<file path="src/rtl/button_event.sv">
// button_event: turns a debounced button level into single-cycle press,
// long-press and release events, plus a sticky request flag with an
// acknowledge handshake and a saturating press counter.
//
// Optional auto-repeat while the button stays in the long-press state is
// built when the macro BUTTON_EVENT_REPEAT_EN is defined. Without it the
// long-press state only waits for release.

module button_event #(
  parameter bit          ACTIVE_LOW  = 1'b1,
  parameter int unsigned LONG_TIME   = 2000000,
  parameter int unsigned REPEAT_TIME = 500000
) (
  input  logic       clk,
  input  logic       reset_n,
  input  logic       sig_in,
  input  logic       req_ack,
  input  logic       cnt_clr,
  output logic       press_pulse,
  output logic       long_pulse,
  output logic       release_pulse,
  output logic       req,
  output logic [7:0] press_count,
  output logic       held
);

  // Terminal counter values; the counter is 24 bits so both timers fit.
  localparam logic [23:0] LONG_LAST   = 24'(LONG_TIME - 1);
`ifdef BUTTON_EVENT_REPEAT_EN
  localparam logic [23:0] REPEAT_LAST = 24'(REPEAT_TIME - 1);
`endif

  // Reject timer settings that cannot be represented by the 24-bit counter.
  if (LONG_TIME < 1 || LONG_TIME > 24'hFFFFFF) begin : g_badLong
    $error("button_event: LONG_TIME out of range 1..2^24-1");
  end
  if (REPEAT_TIME < 1 || REPEAT_TIME > 24'hFFFFFF) begin : g_badRepeat
    $error("button_event: REPEAT_TIME out of range 1..2^24-1");
  end

  // ARM waits for a release after reset so a button held through reset
  // (or the debounce stage still in reset) never produces a false press.
  typedef enum logic [1:0] {
    ARM   = 2'd0,
    IDLE  = 2'd1,
    PRESS = 2'd2,
    LONG  = 2'd3
  } state_t;

  state_t      r_state;
  state_t      w_nextState;
  logic [23:0] r_counter;
  logic [23:0] w_nextCounter;

  logic        r_pressPulse;
  logic        r_longPulse;
  logic        r_releasePulse;
  logic        r_req;
  logic [7:0]  r_pressCount;
  logic        r_held;

  logic        w_pressed;
  logic        w_nextPress;
  logic        w_nextLong;
  logic        w_nextRelease;
  logic        w_nextReq;
  logic [7:0]  w_nextCount;
  logic        w_nextHeld;

  // Normalise the button polarity so the rest of the logic sees "pressed".
  assign w_pressed = ACTIVE_LOW ? ~sig_in : sig_in;

  // Next-state, timer and event decode for the press/long/release FSM.
  always_comb begin
    w_nextState   = r_state;
    w_nextCounter = r_counter;
    w_nextPress   = 1'b0;
    w_nextLong    = 1'b0;
    w_nextRelease = 1'b0;

    case (r_state)
      ARM: begin
        if (!w_pressed) begin
          w_nextState   = IDLE;
          w_nextCounter = '0;
        end
      end

      IDLE: begin
        if (w_pressed) begin
          w_nextState   = PRESS;
          w_nextCounter = '0;
          w_nextPress   = 1'b1;
        end
      end

      PRESS: begin
        if (!w_pressed) begin
          w_nextState   = IDLE;
          w_nextCounter = '0;
          w_nextRelease = 1'b1;
        end else if (r_counter == LONG_LAST) begin
          w_nextState   = LONG;
          w_nextCounter = '0;
          w_nextLong    = 1'b1;
        end else begin
          w_nextCounter = r_counter + 24'd1;
        end
      end

      LONG: begin
        if (!w_pressed) begin
          w_nextState   = IDLE;
          w_nextCounter = '0;
          w_nextRelease = 1'b1;
        end else begin
`ifdef BUTTON_EVENT_REPEAT_EN
          if (r_counter == REPEAT_LAST) begin
            w_nextCounter = '0;
            w_nextPress   = 1'b1;
          end else begin
            w_nextCounter = r_counter + 24'd1;
          end
`else
          w_nextCounter = '0;
`endif
        end
      end

      default: begin
        w_nextState   = ARM;
        w_nextCounter = '0;
      end
    endcase
  end

  // Request flag and press counter follow the press event being registered;
  // a new press always wins over an acknowledge or a clear.
  always_comb begin
    w_nextReq   = w_nextPress | (r_req & ~req_ack);
    w_nextCount = r_pressCount;
    if (cnt_clr) begin
      w_nextCount = {7'd0, w_nextPress};
    end else if (w_nextPress && (r_pressCount != 8'hFF)) begin
      w_nextCount = r_pressCount + 8'd1;
    end
    w_nextHeld = (w_nextState == PRESS) || (w_nextState == LONG);
  end

  // State, timer and all outputs are registered together.
  always_ff @(posedge clk or negedge reset_n) begin
    if (!reset_n) begin
      r_state        <= ARM;
      r_counter      <= '0;
      r_pressPulse   <= 1'b0;
      r_longPulse    <= 1'b0;
      r_releasePulse <= 1'b0;
      r_req          <= 1'b0;
      r_pressCount   <= '0;
      r_held         <= 1'b0;
    end else begin
      r_state        <= w_nextState;
      r_counter      <= w_nextCounter;
      r_pressPulse   <= w_nextPress;
      r_longPulse    <= w_nextLong;
      r_releasePulse <= w_nextRelease;
      r_req          <= w_nextReq;
      r_pressCount   <= w_nextCount;
      r_held         <= w_nextHeld;
    end
  end

  assign press_pulse   = r_pressPulse;
  assign long_pulse    = r_longPulse;
  assign release_pulse = r_releasePulse;
  assign req           = r_req;
  assign press_count   = r_pressCount;
  assign held          = r_held;

endmodule

</file>
<file path="config.mk">
export PLATFORM = sky130hd
export DESIGN_NAME = button_event
export DESIGN_NICKNAME = d
export VERILOG_FILES = /design/src/rtl/button_event.sv
export SDC_FILE = /design/constraint.sdc
export NUM_CORES = 1
export LEC_CHECK = 0
export CAP_MARGIN = 20
export CORE_MARGIN = 5
export CORE_UTILIZATION = 49
export CTS_CLUSTER_DIAMETER = 120
export DETAILED_ROUTE_END_ITERATION = 12
export PLACE_DENSITY = 0.71
export SYNTH_ARGS = -nofsm -noshare
export SYNTH_HDL_FRONTEND = slang
export SYNTH_SLANG_ARGS = --single-unit
export TNS_END_PERCENT = 10
</file>
<file path="constraint.sdc">
create_clock -name clk -period 3.1 [get_ports clk]
set_input_delay 0.62 -clock clk [delete_from_list [all_inputs] [get_ports clk]]
set_output_delay 0.62 -clock clk [all_outputs]
set_load 0.02 [all_outputs]
</file>
# After elaboration in Yosys (flattened, before gate mapping)
# Cells that the tools add are included.
[totals]
ff_bits = 39
input_bits = 5
output_inout_bits = 13
word_cells = 48
[classes]
addsub = 2
n_eq_ne = 9
mux = 19
n_bitwise = 3
n_reduce_logical = 7
[op_table]
columns = ["cell", "n"]
rows = [
  ["2-to-1 mux 24 bit", 4],
  ["case mux 24 bit (4 select lines)", 1],
  ["adder 24 x 1 -> 24 bit (second input constant)", 1],
  ["equality test 24 x 21 -> 1 bit (second input constant)", 1],
  ["2-to-1 mux 8 bit", 2],
  ["adder 8 x 1 -> 8 bit (second input constant)", 1],
  ["equality test 2 bit (second input constant)", 4],
  ["2-to-1 mux 2 bit", 4],
  ["inequality test 8 bit (second input constant)", 1],
  ["2-to-1 mux 1 bit", 7],
  ["case mux 2 bit (3 select lines)", 1],
  ["inequality test 2 bit (second input constant)", 2],
  ["OR reduction 2 bit", 2],
  ["equality test 2 x 1 -> 1 bit (second input constant)", 1],
  ["zero test 2 bit", 1],
  ["AND reduction 2 bit", 1],
  ["nonzero test 2 bit", 1],
  ["AND 1 bit", 1],
  ["logical AND 1 bit", 1],
  ["logical OR 1 bit", 1],
  ["inverter 1 bit", 1],
  ["OR 1 bit", 1],
]

# Longest topological paths before layout
[depth]
word_depth = 6
ltp_mapped = 8
mapped_depth_nobuf = 7

# Least setup slack after synthesis
# Ideal clock, no wire load.
[synth_timing]
path_type = "in2reg"
from = "in sig_in"
to = "reg r_counter[17]"
setup_time_ns = 0.082
t_arrival_ns = 1.904
required_time_ns = 3.018
path_slack_ns = 1.115
cell_stages = 7
path_buffers = 2
path_cell_list = "clkbuf_1 -> nand2b_1 -> nor2_1 -> a21boi_0 -> clkbuf_1 -> a21oi_1 -> a31oi_1"
[synth_via]
elab_chain_len = 2
elab_cells_between_ends = 5
classes_between = "eq/ne (2); mux (2); reduce/logical (1)"
[synth_lines]
columns = ["item", "line", "source"]
rows = [
  ["start: declaration", "16", "input logic sig_in,"],
  ["2-to-1 mux 24 bit / inequality test 2 bit (equally long branches)", "--", ""],
  ["case mux 24 bit (4 select lines) / AND reduction 2 bit (equally long branches)", "--", ""],
  ["end signal: assignment", "163", "r_counter <= w_nextCounter;"],
  ["end: declaration", "52", "logic [23:0] r_counter;"],
]
# Parallel ways exist; a longest one is shown, timed or not.
# A chain may end at the register's enable or synchronous reset.

# Final worst setup path
[layout_timing]
from = "reg r_counter[21]"
to = "reg r_counter[23]"
[layout_via]
elab_chain_len = 4
elab_cells_between_ends = 5
classes_between = "add/sub (1); eq/ne (1); mux (3)"
[layout_lines]
columns = ["item", "line", "source"]
rows = [
  ["adder 24 x 1 -> 24 bit / equality test 24 x 21 -> 1 bit (equally long branches)", "107, 102", ""],
  ["2-to-1 mux 24 bit *", "102", "end else if (r_counter == LONG_LAST) begin"],
  ["2-to-1 mux 24 bit *", "98", "if (!w_pressed) begin"],
  ["case mux 24 bit (4 select lines) *", "81", "case (r_state)"],
]
# Every way passes the cells marked *; elsewhere a longest branch is shown, timed or not.

==> results.yml <==
outcome:
  run_status: "completed"
power:
  comb_power_share_pct: 30.6
  power.static_leakage_nw: 1.05
  power.share.clock_pct: 26.0
  p_int_mw: 0.859
  power.switching_mw: 0.476
  share_seq_of_total_power_pct: 43.4
  report.power.total_mw: 1.33
  switching_share_pct: 35.6
  pwr_density_cell_mw_per_mm2: 536
  vdd_ir_drop_max_v: 0.000383
cts:
  cts_post_setup_buffers_inserted: 0
  tritoncts_num_sinks: 39
  cts_hold_buf: 0
  htreeDepth: 2
  cts.path.max_buffers: 2
  clock-root-buffer: "clkbuf_8"
  cts_tree: "done"
  number_of_resized_instances_in_the_post_cts_repair_step: 0
  clk_transition_reported_paths_ns: 0.08
  insertion_delay_ns: 0.30
  cts_inserted_buffers: 5
setup_path:
  reg2reg_setup_slack_ns: 0.93
  worst_path_largest_cell_delay_ns: 0.63
  critical_path_launch_point_type: "flop"
  reg2reg_depth: 5
  critical_path.max_fanout: 9
  end_kind: "flop"
  timing.critical_path.buf_inv: 0
  worst-setup-path-type: "flop to flop"
  critical_path.slowest_cell: "o21ai_1"
  reg2reg_capture_point: "r_counter[23]$_DFFE_PN0P_"
  critPathTopFamily: "compound AO/OA/AOI/OAI gates"
  crit_path_cell_trace: "nor4b_1 > nand4_1 > o21ai_1 > nor3_1 > a211o_1"
  critPathLaunch: "r_counter[21]$_DFFE_PN0P_"
  timing.critical_path.arrival_ns: 2.36
  cp_data_required_time_ns: 3.29
  regToRegStartpoint: "r_counter[21]$_DFFE_PN0P_"
detailed_routing:
  detail-route-antenna-nets: 0
  postRouteWirelength_um: 4670
  detailedRoute.firstIterationViolations: 98
  via_count: 1849
  detail_route.first_pass.iterations: 4
  routedWlPerCell_um: 15.1
  drc_errors: 0
  vias_per_cell: 5.96
yosys:
  synth_compound_area_share_pct: 17.1
  synth-seq-area-share_pct: 45.0
  xor_xnor_share_of_the_synthesized_area_pct: 2.42
  synth_top_family_by_area: "simple AND/OR/NAND/NOR gates"
  synth.cell_area_mm2: 0.00217
  synth_adder_area_share_pct: 4.04
  synth.net_count: 247
  avgSynthCellArea_um2: 9.23
  synth_top_area_share_pct: 45.0
  synth_enable_flop_cells: 0
  ys_ff_latch: 39
  async_reset_ff_share_pct: 100
  syn_inst: 235
  ys.warnings.count: 0
  yosys.cell_types.count: 46
  synth.area.top_cells: "dfrtp_1, ha_1, o21ai_0"
  mux_share_of_post_synthesis_cell_area_pct: 2.83
  yosys_most_used_dff: "dfrtp_1"
  synth.largest_area_cell: "dfrtp_1"
  synthSimpleGateAreaFrac_pct: 25.5
floorplanning:
  core_mm2: 0.00432
  die_area_mm2: 0.00586
  dieWidth_um: 76.5
  die_h_um: 76.5
  core.rowCount: 24
  io_pins: 18
  start_util_pct: 50.1
place:
  port-buffer-count: 17
  gpl.final_weighted_congestion: 0.859
  dp_hpwl_um: 3240
  postPlaceCellArea_mm2: 0.00240
  place_inst: 302
timing:
  setup-tns-final_ns: 0
  hold-worst-slack_ns: 0.423
  timing_hold_violations_final: 0
  layout_min_cycle_time_ns: 2.17
  timing.final.setup_violations: 0
  final_max_slew_viol_count: 0
  rsz_0062_raised_after_global_routing: "false"
  timing_worst_slew_pin_value_ns: 0.850
  period_share_pct: 69.9
  timing.max_slew.rel_slack_pct: 43.4
  clock.fmax_mhz: 462
  fin_skew_ns: 0.00469
grt:
  grt_pass1_vias: 1721
  total_congestion_overflow: 0
  grt_start_max_net_pins: 40
  antenna_found_initial: 0
  global_router_s_overall_resource_usage_pct: 16.8
  grt_first_pass_wirelength_um: 8120
hold_path:
  min_path_type: "input pin to async pin"
layout:
  layout_commonest_cell: "dfrtp_1"
  final_net_count: 269
  fin_area_mm2: 0.00249
  area_growth_syn_to_layout_pct: 14.9
  drive_above_1_share_pct: 6.59
  final_cells: 310
  count_of_antenna_diodes_in_the_layout: 0
  most_frequent_cells_in_the_layout: "dfrtp_1, nand2_1, o21ai_0, clkdlybuf4s50_1, nor2_1"
job:
  drv.max_cap_violation_count: 0
==> registers in the layout, summed over array words and instances (netlist names) <==
| signal | count |
|---|---|
| r_counter | 24 |
| press_count | 8 |
| r_state | 2 |
| held | 1 |
| long_pulse | 1 |
| press_pulse | 1 |
| release_pulse | 1 |
| req | 1 |
==> logic make-up (layout without fill, tap and decap cells) <==
| kind of cell | count (synthesis) | after routing |
|---|---|---|
| xor gates and xnor gates | 6 | 6 |
| DFF | 39 | 39 |
| adders and majority gates | 7 | 7 |
| and+or+nand+nor | 101 | 101 |
| buffers and inverters | 18 | 41 |
| muxes | 6 | 6 |
| AOI/OAI and AO/OA | 58 | 58 |
==> per-layer routing <==
metal | up-vias | part of all wire [%] | GRT usage (%)
met5 | - | 0 | 0
met4 | 0 | 1.8 | 6.82
met3 | 6 | 4.7 | 3.78
met2 | 40 | 47 | 26.6
met1 | 898 | 47 | 22.0
li1 | 905 | - | -
==> cell type report <==
| cell class | count | area [um2] |
|---|---|---|
| clock buffer | 5 | 68.8 |
| tap | 52 | 65.1 |
| inverter | 13 | 48.8 |
| timing repair buffer | 20 | 188 |
| multi-input combinational | 178 | 1120 |
| sequential | 39 | 976 |
| clock inverter | 3 | 20.0 |
| fill | 389 | 1830 |
==> synthesized netlist by cell type, types with 5 or more instances <==
cell and instances:
and3_1 6, o21ai_0 17, nor3_1 11, nand2b_1 5, inv_1 13, or3_1 7
mux2i_1 5, dfrtp_1 39, nand3_1 13, nand4_1 6, a21oi_1 11, nor2_1 14
a21o_1 5, nand2_1 21, ha_1 7
==> power by group through the flow <==
stage | clock network, mW | logic [mW] | registers (mW)
2_1_floorplan | 0 | 0.246 | 0.613
3_3_place_gp | 0 | 0.402 | 0.589
3_5_place_dp | 0 | 0.405 | 0.591
4_1_cts | 0.361 | 0.408 | 0.580
5_1_grt | 0.383 | 0.461 | 0.588
6_report | 0.348 | 0.408 | 0.579
==> stage by stage <==
| step | util [%] | setup slack, ns |
|---|---|---|
| floorplan | - | 1.11 |
| global placement | 55.6 | 0.680 |
| detailed placement | 55.6 | 0.651 |
| CTS | 57.6 | 0.940 |
| global route | 57.6 | 0.809 |
| finish | 57.6 | 0.934 |
==> worst max-delay path by stage <==
| stage | endpoint | slack, ns | depth (start not counted) |
|---|---|---|---|
| final | r_counter[23]$_DFFE_PN0P_ | 0.93 | 5 |
| after global routing | r_counter[14]$_DFFE_PN0P_ | 0.81 | 7 |
| after CTS | r_counter[23]$_DFFE_PN0P_ | 0.94 | 5 |
| after detailed placement | r_counter[23]$_DFFE_PN0P_ | 0.65 | 6 |
| after global placement | press_count[4]$_DFFE_PN0P_ | 0.68 | 6 |
| after floorplan | r_counter[17]$_DFFE_PN0P_ | 1.11 | 7 |
==> worst register-to-register path: cells and delay by family (launching register included) <==
family           cells  cell delay (ns)
AND/OR/NAND/NOR      3             0.74
flip-flops           1             0.45
AO/OA/AOI/OAI        2             0.87
Power figures use the tool's default switching activity.
